`src/rtl/freq_scan.sv`:
```
// freq_scan -- four-digit multiplexed seven-segment display scanner.
//
// Purpose:
//   Takes the four decoded digit codes and the range indicator from the
//   frequency meter. It drives one shared segment bus and four one-hot
//   digit enables. The digits are scanned in the order 3,2,1,0, and each
//   digit is held for SCAN_DIV cycles.
//   The inputs are snapshotted at every frame start, so a frame never
//   mixes digits taken from two different counts. When hold is high at a
//   frame start, the old snapshot is kept instead.
//
// Configuration:
//   FREQ_SCAN_LZB_EN  When defined, leading zeros on digits 3..1 are
//                     blanked. Digit 0 is never blanked.
//                     When undefined, the blanking logic is absent.
//
// Parameters:
//   SCAN_DIV   sysclk cycles per digit slot (must be >= 2)
//   ZERO_SEG   segment code that counts as digit "0" for blanking
//   BLANK_SEG  segment code driven for a blanked digit
//
// Ports:
//   sysclk            in   system clock, rising edge
//   rst               in   asynchronous reset, active low
//   seg3..seg0        in   decoded digit codes, most significant first
//   modein            in   range indicator (decimal point of digit 3)
//   hold              in   1 = keep the snapshot at the next frame start
//   dig_sel[3:0]      out  one-hot digit enable, bit n = digit n
//   seg_out[6:0]      out  segment code for the enabled digit
//   dp_out            out  decimal point for the enabled digit
//   frame_o           out  one-cycle pulse while digit 3 is first shown
module freq_scan #(
  parameter int unsigned SCAN_DIV  = 50000,
  parameter logic [6:0]  ZERO_SEG  = 7'h3F,
  parameter logic [6:0]  BLANK_SEG = 7'h00
) (
  input  logic       sysclk,
  input  logic       rst,
  input  logic [6:0] seg3,
  input  logic [6:0] seg2,
  input  logic [6:0] seg1,
  input  logic [6:0] seg0,
  input  logic       modein,
  input  logic       hold,
  output logic [3:0] dig_sel,
  output logic [6:0] seg_out,
  output logic       dp_out,
  output logic       frame_o
);

  localparam int unsigned     PC_W    = (SCAN_DIV > 1) ? $clog2(SCAN_DIV) : 1;
  localparam logic [PC_W-1:0] PC_LAST = PC_W'(SCAN_DIV - 1);

  logic [PC_W-1:0] pc_q, pc_d;
  logic [1:0]      idx_q, idx_d;
  logic [6:0]      s3_q, s2_q, s1_q, s0_q;
  logic            sm_q;
  logic [3:0]      dig_sel_q, dig_sel_d;
  logic [6:0]      seg_out_q, seg_out_d;
  logic            dp_out_q, dp_out_d;
  logic            frame_q;

  logic            tick;
  logic            frame_start;
  logic            load;
  logic [6:0]      e3, e2, e1, e0;
  logic            em;

  // ---- prescaler and digit index
  assign tick        = (pc_q == PC_LAST);
  assign pc_d        = tick ? '0 : pc_q + 1'b1;
  // The scan order is 3,2,1,0. Decrementing wraps 0 back to 3.
  assign idx_d       = idx_q - 2'd1;
  assign frame_start = tick && (idx_q == 2'd0);
  assign load        = frame_start && !hold;

  // On a loading frame start, the new inputs bypass the snapshot.
  // Digit 3 therefore never shows the stale value.
  assign e3 = load ? seg3   : s3_q;
  assign e2 = load ? seg2   : s2_q;
  assign e1 = load ? seg1   : s1_q;
  assign e0 = load ? seg0   : s0_q;
  assign em = load ? modein : sm_q;

`ifdef FREQ_SCAN_LZB_EN
  logic blank3, blank2, blank1;

  // A digit is a leading zero only when every more significant digit
  // is also a leading zero.
  assign blank3 = (e3 == ZERO_SEG);
  assign blank2 = blank3 && (e2 == ZERO_SEG);
  assign blank1 = blank2 && (e1 == ZERO_SEG);
`endif

  // ---- output selection for the digit about to be shown
  always_comb begin
    seg_out_d = e0;
    case (idx_d)
      2'd3:    seg_out_d = e3;
      2'd2:    seg_out_d = e2;
      2'd1:    seg_out_d = e1;
      default: seg_out_d = e0;
    endcase
`ifdef FREQ_SCAN_LZB_EN
    if (((idx_d == 2'd3) && blank3) ||
        ((idx_d == 2'd2) && blank2) ||
        ((idx_d == 2'd1) && blank1)) begin
      seg_out_d = BLANK_SEG;
    end
`endif
  end

  assign dig_sel_d = 4'b0001 << idx_d;
  assign dp_out_d  = (idx_d == 2'd3) ? em : 1'b0;

  // ---- state registers
  always_ff @(posedge sysclk or negedge rst) begin
    if (!rst) begin
      pc_q      <= '0;
      idx_q     <= 2'd0;
      s3_q      <= ZERO_SEG;
      s2_q      <= ZERO_SEG;
      s1_q      <= ZERO_SEG;
      s0_q      <= ZERO_SEG;
      sm_q      <= 1'b0;
      dig_sel_q <= 4'b0000;
      seg_out_q <= BLANK_SEG;
      dp_out_q  <= 1'b0;
      frame_q   <= 1'b0;
    end else begin
      pc_q    <= pc_d;
      frame_q <= frame_start;
      if (load) begin
        s3_q <= seg3;
        s2_q <= seg2;
        s1_q <= seg1;
        s0_q <= seg0;
        sm_q <= modein;
      end
      if (tick) begin
        idx_q     <= idx_d;
        dig_sel_q <= dig_sel_d;
        seg_out_q <= seg_out_d;
        dp_out_q  <= dp_out_d;
      end
    end
  end

  assign dig_sel = dig_sel_q;
  assign seg_out = seg_out_q;
  assign dp_out  = dp_out_q;
  assign frame_o = frame_q;

endmodule

```
`config.mk`:
```
export PLATFORM = sky130hd
export DESIGN_NAME = freq_scan
export DESIGN_NICKNAME = d
export VERILOG_FILES = /design/src/rtl/freq_scan.sv
export SDC_FILE = /design/constraint.sdc
export NUM_CORES = 1
export LEC_CHECK = 0
export CORE_MARGIN = 2
export CORE_UTILIZATION = 39
export DETAILED_ROUTE_END_ITERATION = 8
export DONT_BUFFER_PORTS = 1
export SETUP_SLACK_MARGIN = 0.4
export SYNTH_ARGS = -nofsm -noshare
export SYNTH_HDL_FRONTEND = slang
export SYNTH_SLANG_ARGS = --single-unit
```
`constraint.sdc`:
```
create_clock -name sysclk -period 5.2 [get_ports sysclk]
set_clock_uncertainty 0.2 [all_clocks]
set_input_delay 0.52 -clock sysclk [delete_from_list [all_inputs] [get_ports sysclk]]
set_output_delay 0.52 -clock sysclk [all_outputs]
set_load 0.01 [all_outputs]
```
# Word-level counts from Yosys, hierarchy flattened
# Index checks and enable logic that the tools add are counted.
[word_totals]
reg_bits = 60
in_bits = 32
output_inout_bits = 13
elab_cells = 30
[classes]
add_sub_neg = 2
n_eq_ne = 4
n_shift = 1
mux = 8
reduce_logical = 4
[ops]
columns = ["op", "count"]
rows = [
  ["2-to-1 mux 7 bit", 4],
  ["case mux 7 bit (3 select lines)", 1],
  ["adder 16 x 1 -> 16 bit, second input constant", 1],
  ["equality test 16 bit, second input constant", 1],
  ["2-to-1 mux 16 bit", 1],
  ["equality test 2 bit, second input constant", 2],
  ["<< shifter 1 x 2 -> 4 bit, first input constant", 1],
  ["equality test 2 x 1 -> 1 bit, second input constant", 1],
  ["logical AND 1 bit", 2],
  ["zero test 2 bit", 1],
  ["2-to-1 mux 1 bit", 2],
  ["subtractor 2 x 1 -> 2 bit, second input constant", 1],
  ["zero test 1 bit", 1],
]

# Depth between registers and ports, before layout
[depth]
ltp_word = 5
depth_mapped = 9
ltp_nobuf = 6

# Least setup slack after synthesis
# No wires, ideal clock.
[synth_timing]
kind = "reg2reg"
startpoint = "register pc_q[7]"
endpoint = "register dp_out_q, in the netlist dp_out"
setup_time_ns = 0.121
t_arrival_ns = 2.360
required_ns = 4.879
setup_slack_ns = 2.519
stages_incl_launch_ff = 8
path_buffers = 2
period_less_slack_ns = 2.681
path_cell_list = "dfrtp_1 -> or4b_1 -> or4_1 -> buf_2 -> or2_1 -> buf_6 -> mux2_4 -> a22o_1"
[synth_via]
elab_chain_len = 5
[synth_lines]
columns = ["item", "line_no", "rtl"]
rows = [
  ["from (decl)", "54", "logic [PC_W-1:0] pc_q, pc_d;"],
  ["from (signal assigned)", "131", "pc_q <= pc_d;"],
  ["equality test 16 bit", "70", "assign tick = (pc_q == PC_LAST);"],
  ["logical AND 1 bit", "74", "assign frame_start = tick && (idx_q == 2'd0);"],
  ["logical AND 1 bit", "75", "assign load = frame_start && !hold;"],
  ["2-to-1 mux 1 bit", "--", ""],
  ["via em", "67", "logic em;"],
  ["2-to-1 mux 1 bit", "114", "assign dp_out_d = (idx_d == 2'd3) ? em : 1'b0;"],
  ["to (signal assigned)", "144", "dp_out_q <= dp_out_d;"],
  ["to (decl)", "60", "logic dp_out_q, dp_out_d;"],
]
# The timed path passes the listed nets, and every way through them passes these cells.
# A chain may end at the register's enable or synchronous reset.

# Worst setup path after layout
[layout_timing]
startpoint = "register pc_q[7]"
endpoint = "register seg_out_q[3], in the netlist seg_out[3]"
[layout_via]
elab_chain_len = 5
elab_cells_between_ends = 8
cone_classes = "eq/ne: 1; mux: 5; reduce/logical: 2"
[layout_lines]
columns = ["item", "line_no", "rtl"]
rows = [
  ["equality test 16 bit *", "70", ""],
  ["logical AND 1 bit", "74", ""],
  ["logical AND 1 bit", "75", ""],
  ["2-to-1 mux 7 bit", "--", ""],
  ["case mux 7 bit (3 select lines)", "98", "case (idx_d)"],
  ["to (signal assigned)", "143", "seg_out_q <= seg_out_d;"],
  ["to (decl)", "59", "logic [6:0] seg_out_q, seg_out_d;"],
]
# Mark *: on every way between the ends. The rest lies on a longest branch, timed or not.

==> results.yml <==
route:
  ant_nets: 0
  drt_iter0_drc: 138
  post_drt_wl_per_cell_um: 15.97
  routed_wl_um: 6913
  dr_total_vias: 2262
  drc_errors: 0
  drt_first_pass_iters: 4
  vias_per_cell: 5.224
setup_path:
  rrSetupSlack_ns: 2.05
  critPathSlowestCell: "nor4_2"
  worst_setup_path_end_kind: "register"
  slowest_delay_ns: 0.89
  r2r-end: "seg_out[3]"
  cp.required_ns: 5.20
  critPathLaunchType: "register"
  timing.rr.start: "pc_q[7]"
  criticalPathCategory: "register to register"
  crit_path_max_fanout: 23
  path_delay_family: "simple AND/OR/NAND/NOR gates"
  worst-path-buf-inv: 1
  path_cells: "or4b_1 > nor4_2 > buf_4 > a21oi_1 > a311oi_1 > a31oi_1"
  arrival_ns: 3.15
  r2r_cells: 6
worst_hold_path:
  holdCritStartpoint: "seg1[5]"
  min_path_cells: 2
  hold_path_end: "s1_q[5]"
  hold_class: "input pin to register"
clock_network:
  clockBufferDepth: 2
  cts_buffers: 9
  worstSkewPairLatency_ns: 0.34
  clkSinkCount: 60
  path_clk_slew_ns: 0.07
  clockRootBuffer: "clkbuf_8"
  htreeDepth: 3
  cts_tree: "yes"
  ctsResizeCount: 0
timing:
  rsz0062_at_grt: "no"
  timing.fmax_mhz: 317.4
  hold_ws_ns: 0.05726
  worstMarginPinSlew_ns: 1.020
  min_period_ns: 3.151
  hold_violations: 0
  setup_violations: 0
  slew_headroom_pct: 31.40
  min_period_over_period_pct: 60.59
  maxSlewViolCount: 0
  final.setup.tns_ns: 0
logic_synthesis:
  synthesis.area_sq_um: 3013
  yosysSeqAreaShare_pct: 50.83
  synthCells: 331
  synth.distinct_cells: 35
  yosys_warnings: 0
  synth-seq-cells: 60
  synth_area_per_cell_sq_um: 9.102
  syn_nets: 369
pwr:
  power_per_cell_area_nw_per_um2: 294.7
  vdd_ir_drop_max_v: 0.0001211
  leakage_nw: 1.510
placed_design:
  io_buffer_count: 0
  gp_congestion: 0.7767
  hpwl_um: 4467
floorplan:
  die_area_sq_um: 8445
  dieHeight_um: 91.90
  row_count: 32
  die_x_um: 91.90
  initial_utilization_pct: 39.61
  io-pin-count: 45
  coreArea_sq_um: 7607
global_routing:
  track_usage_pct: 17.69
  grt_overflow_total: 0
  first_global_vias: 2168
  grt_pass1_wl_um: 11530
  antenna_found_initial: 0
  grt_max_degree: 61
cells_and_area:
  layout.nets: 364
  fill_cells: 749
  final_layout_size_suffix_gt1_share_pct: 16.01
  diodes: 0
  syn2layout_area_growth_pct: 11.34
job:
  maxCapViolations: 0
run_status:
  status: "complete, no violations"
flip-flops by register name, summed over array words and instances (netlist names):
| signal | cells |
|---|---|
| dig_sel | 4 |
| dp_out | 1 |
| frame_o | 1 |
| idx_q | 2 |
| pc_q | 16 |
| s0_q | 7 |
| s1_q | 7 |
| s2_q | 7 |
| s3_q | 7 |
| seg_out | 7 |
| sm_q | 1 |
through the flow:
step / utilization (%) / instances / total power, mW / worst slack (ns) / area [sq um]
after global placement: 40.54 / 415 / 0.4826 / 2.112 / 3084
final: 44.10 / 433 / 0.9886 / 2.049 / 3354
after global routing: 44.10 / 433 / 1.027 / 1.816 / 3354
after CTS: 44.10 / 433 / 1.002 / 2.035 / 3354
after floorplan: - / 331 / 0.4810 / 2.519 / 3013
after detailed placement: 40.54 / 415 / 0.4825 / 2.046 / 3084
timing repair:
item	in CTS	in global routing
hold buffers	2	0
buffers inserted	0	0
hold endpoints to repair	60	0
routing by layer:
| layer | track usage [%] | share of wire [%] | up-vias |
|---|---|---|---|
| li1 | - | - | 1119 |
| met1 | 23.65 | 47 | 1067 |
| met2 | 26.96 | 46 | 64 |
| met3 | 4.437 | 5.8 | 12 |
| met4 | 8.333 | 2.1 | 0 |
| met5 | 0 | 0 | - |
cells in the mapped netlist, drive strengths merged:
cell,number,area share [%]
nand2,97,12
dfrtp,36,30
dfstp,24,21
a31oi,22,4.6
clkbuf,17,2.1
nor3,14,2.3
and3,9,1.9
nand2b,9,1.9
nor2,9,1.2
or2,9,1.9
xnor2,9,2.6
a21boi,7,1.7
a21oi,7,1.2
a311oi,7,2.0
o31ai,7,1.7
buf,6,1.2
ha,6,2.5
nand3,6,1.0
inv,5,0.62
xor2,5,1.5
and4,3,0.87
o21ai,3,0.50
and2,2,0.42
nand4,2,0.42
nor2b,2,0.42
or4bb,2,0.75
a21o,1,0.25
a22o,1,0.29
mux2,1,0.50
nor4,1,0.21
or4,1,0.25
or4b,1,0.33
worst max-delay path by stage:
stage | from | endpoint | slack (ns) | cells after the start
6_report | pc_q[7] | seg_out[3] | 2.05 | 6
5_1_grt | pc_q[7] | seg_out[0] | 1.82 | 6
4_1_cts | pc_q[7] | seg_out[3] | 2.03 | 6
3_5_place_dp | pc_q[7] | seg_out[3] | 2.05 | 6
3_3_place_gp | pc_q[7] | seg_out[3] | 2.11 | 6
2_1_floorplan | pc_q[7] | dp_out | 2.52 | 7
layout by cell type (no fill, tap or decap), drive strengths merged, types with 2 or more instances in the layout:
master and n:
buf 6, dfrtp 36, and4 3, nand2 97, ha 6, clkbuf 12, a21boi 7, nor2 9
xnor2 9, dfstp 24, a311oi 7, nand2b 9, or2 9, o31ai 7, nor3 14, nand3 6
a31oi 22, a21oi 7, inv 5, and2 2, or4bb 2, nand4 2, nor2b 2, bufinv 3
o21ai 3, xor2 5, and3 9
where the power goes:
group	switching [mW]	internal, mW	total, mW
clock	0.183	0.319	0.502
combinational	0.0143	0.00440	0.0187
sequential	0	0.468	0.468
cells by family after synthesis:
family	after synthesis	synth area share (%)
adder cells (fa/ha/maj)	6	2.492
AND/OR/NAND/NOR	167	25.87
flip-flops	60	50.83
XOR/XNOR	14	4.070
AO/OA/AOI/OAI	55	12.29
multiplexers	1	0.4982
buffers and inverters	28	3.945
layout make-up:
class                           instances  area (sq um)  share of cell area, %
Sequential cell                        60          1531                  45.65
Multi-Input combinational cell        243          1369                  40.81
Clock buffer                           12         135.1                  4.028
Tap cell                              102         127.6                  3.805
Clock inverter                          4         97.59                  2.909
Timing Repair Buffer                    7         75.07                  2.238
Inverter                                5         18.77                 0.5595
Power figures use the tool's default switching activity.
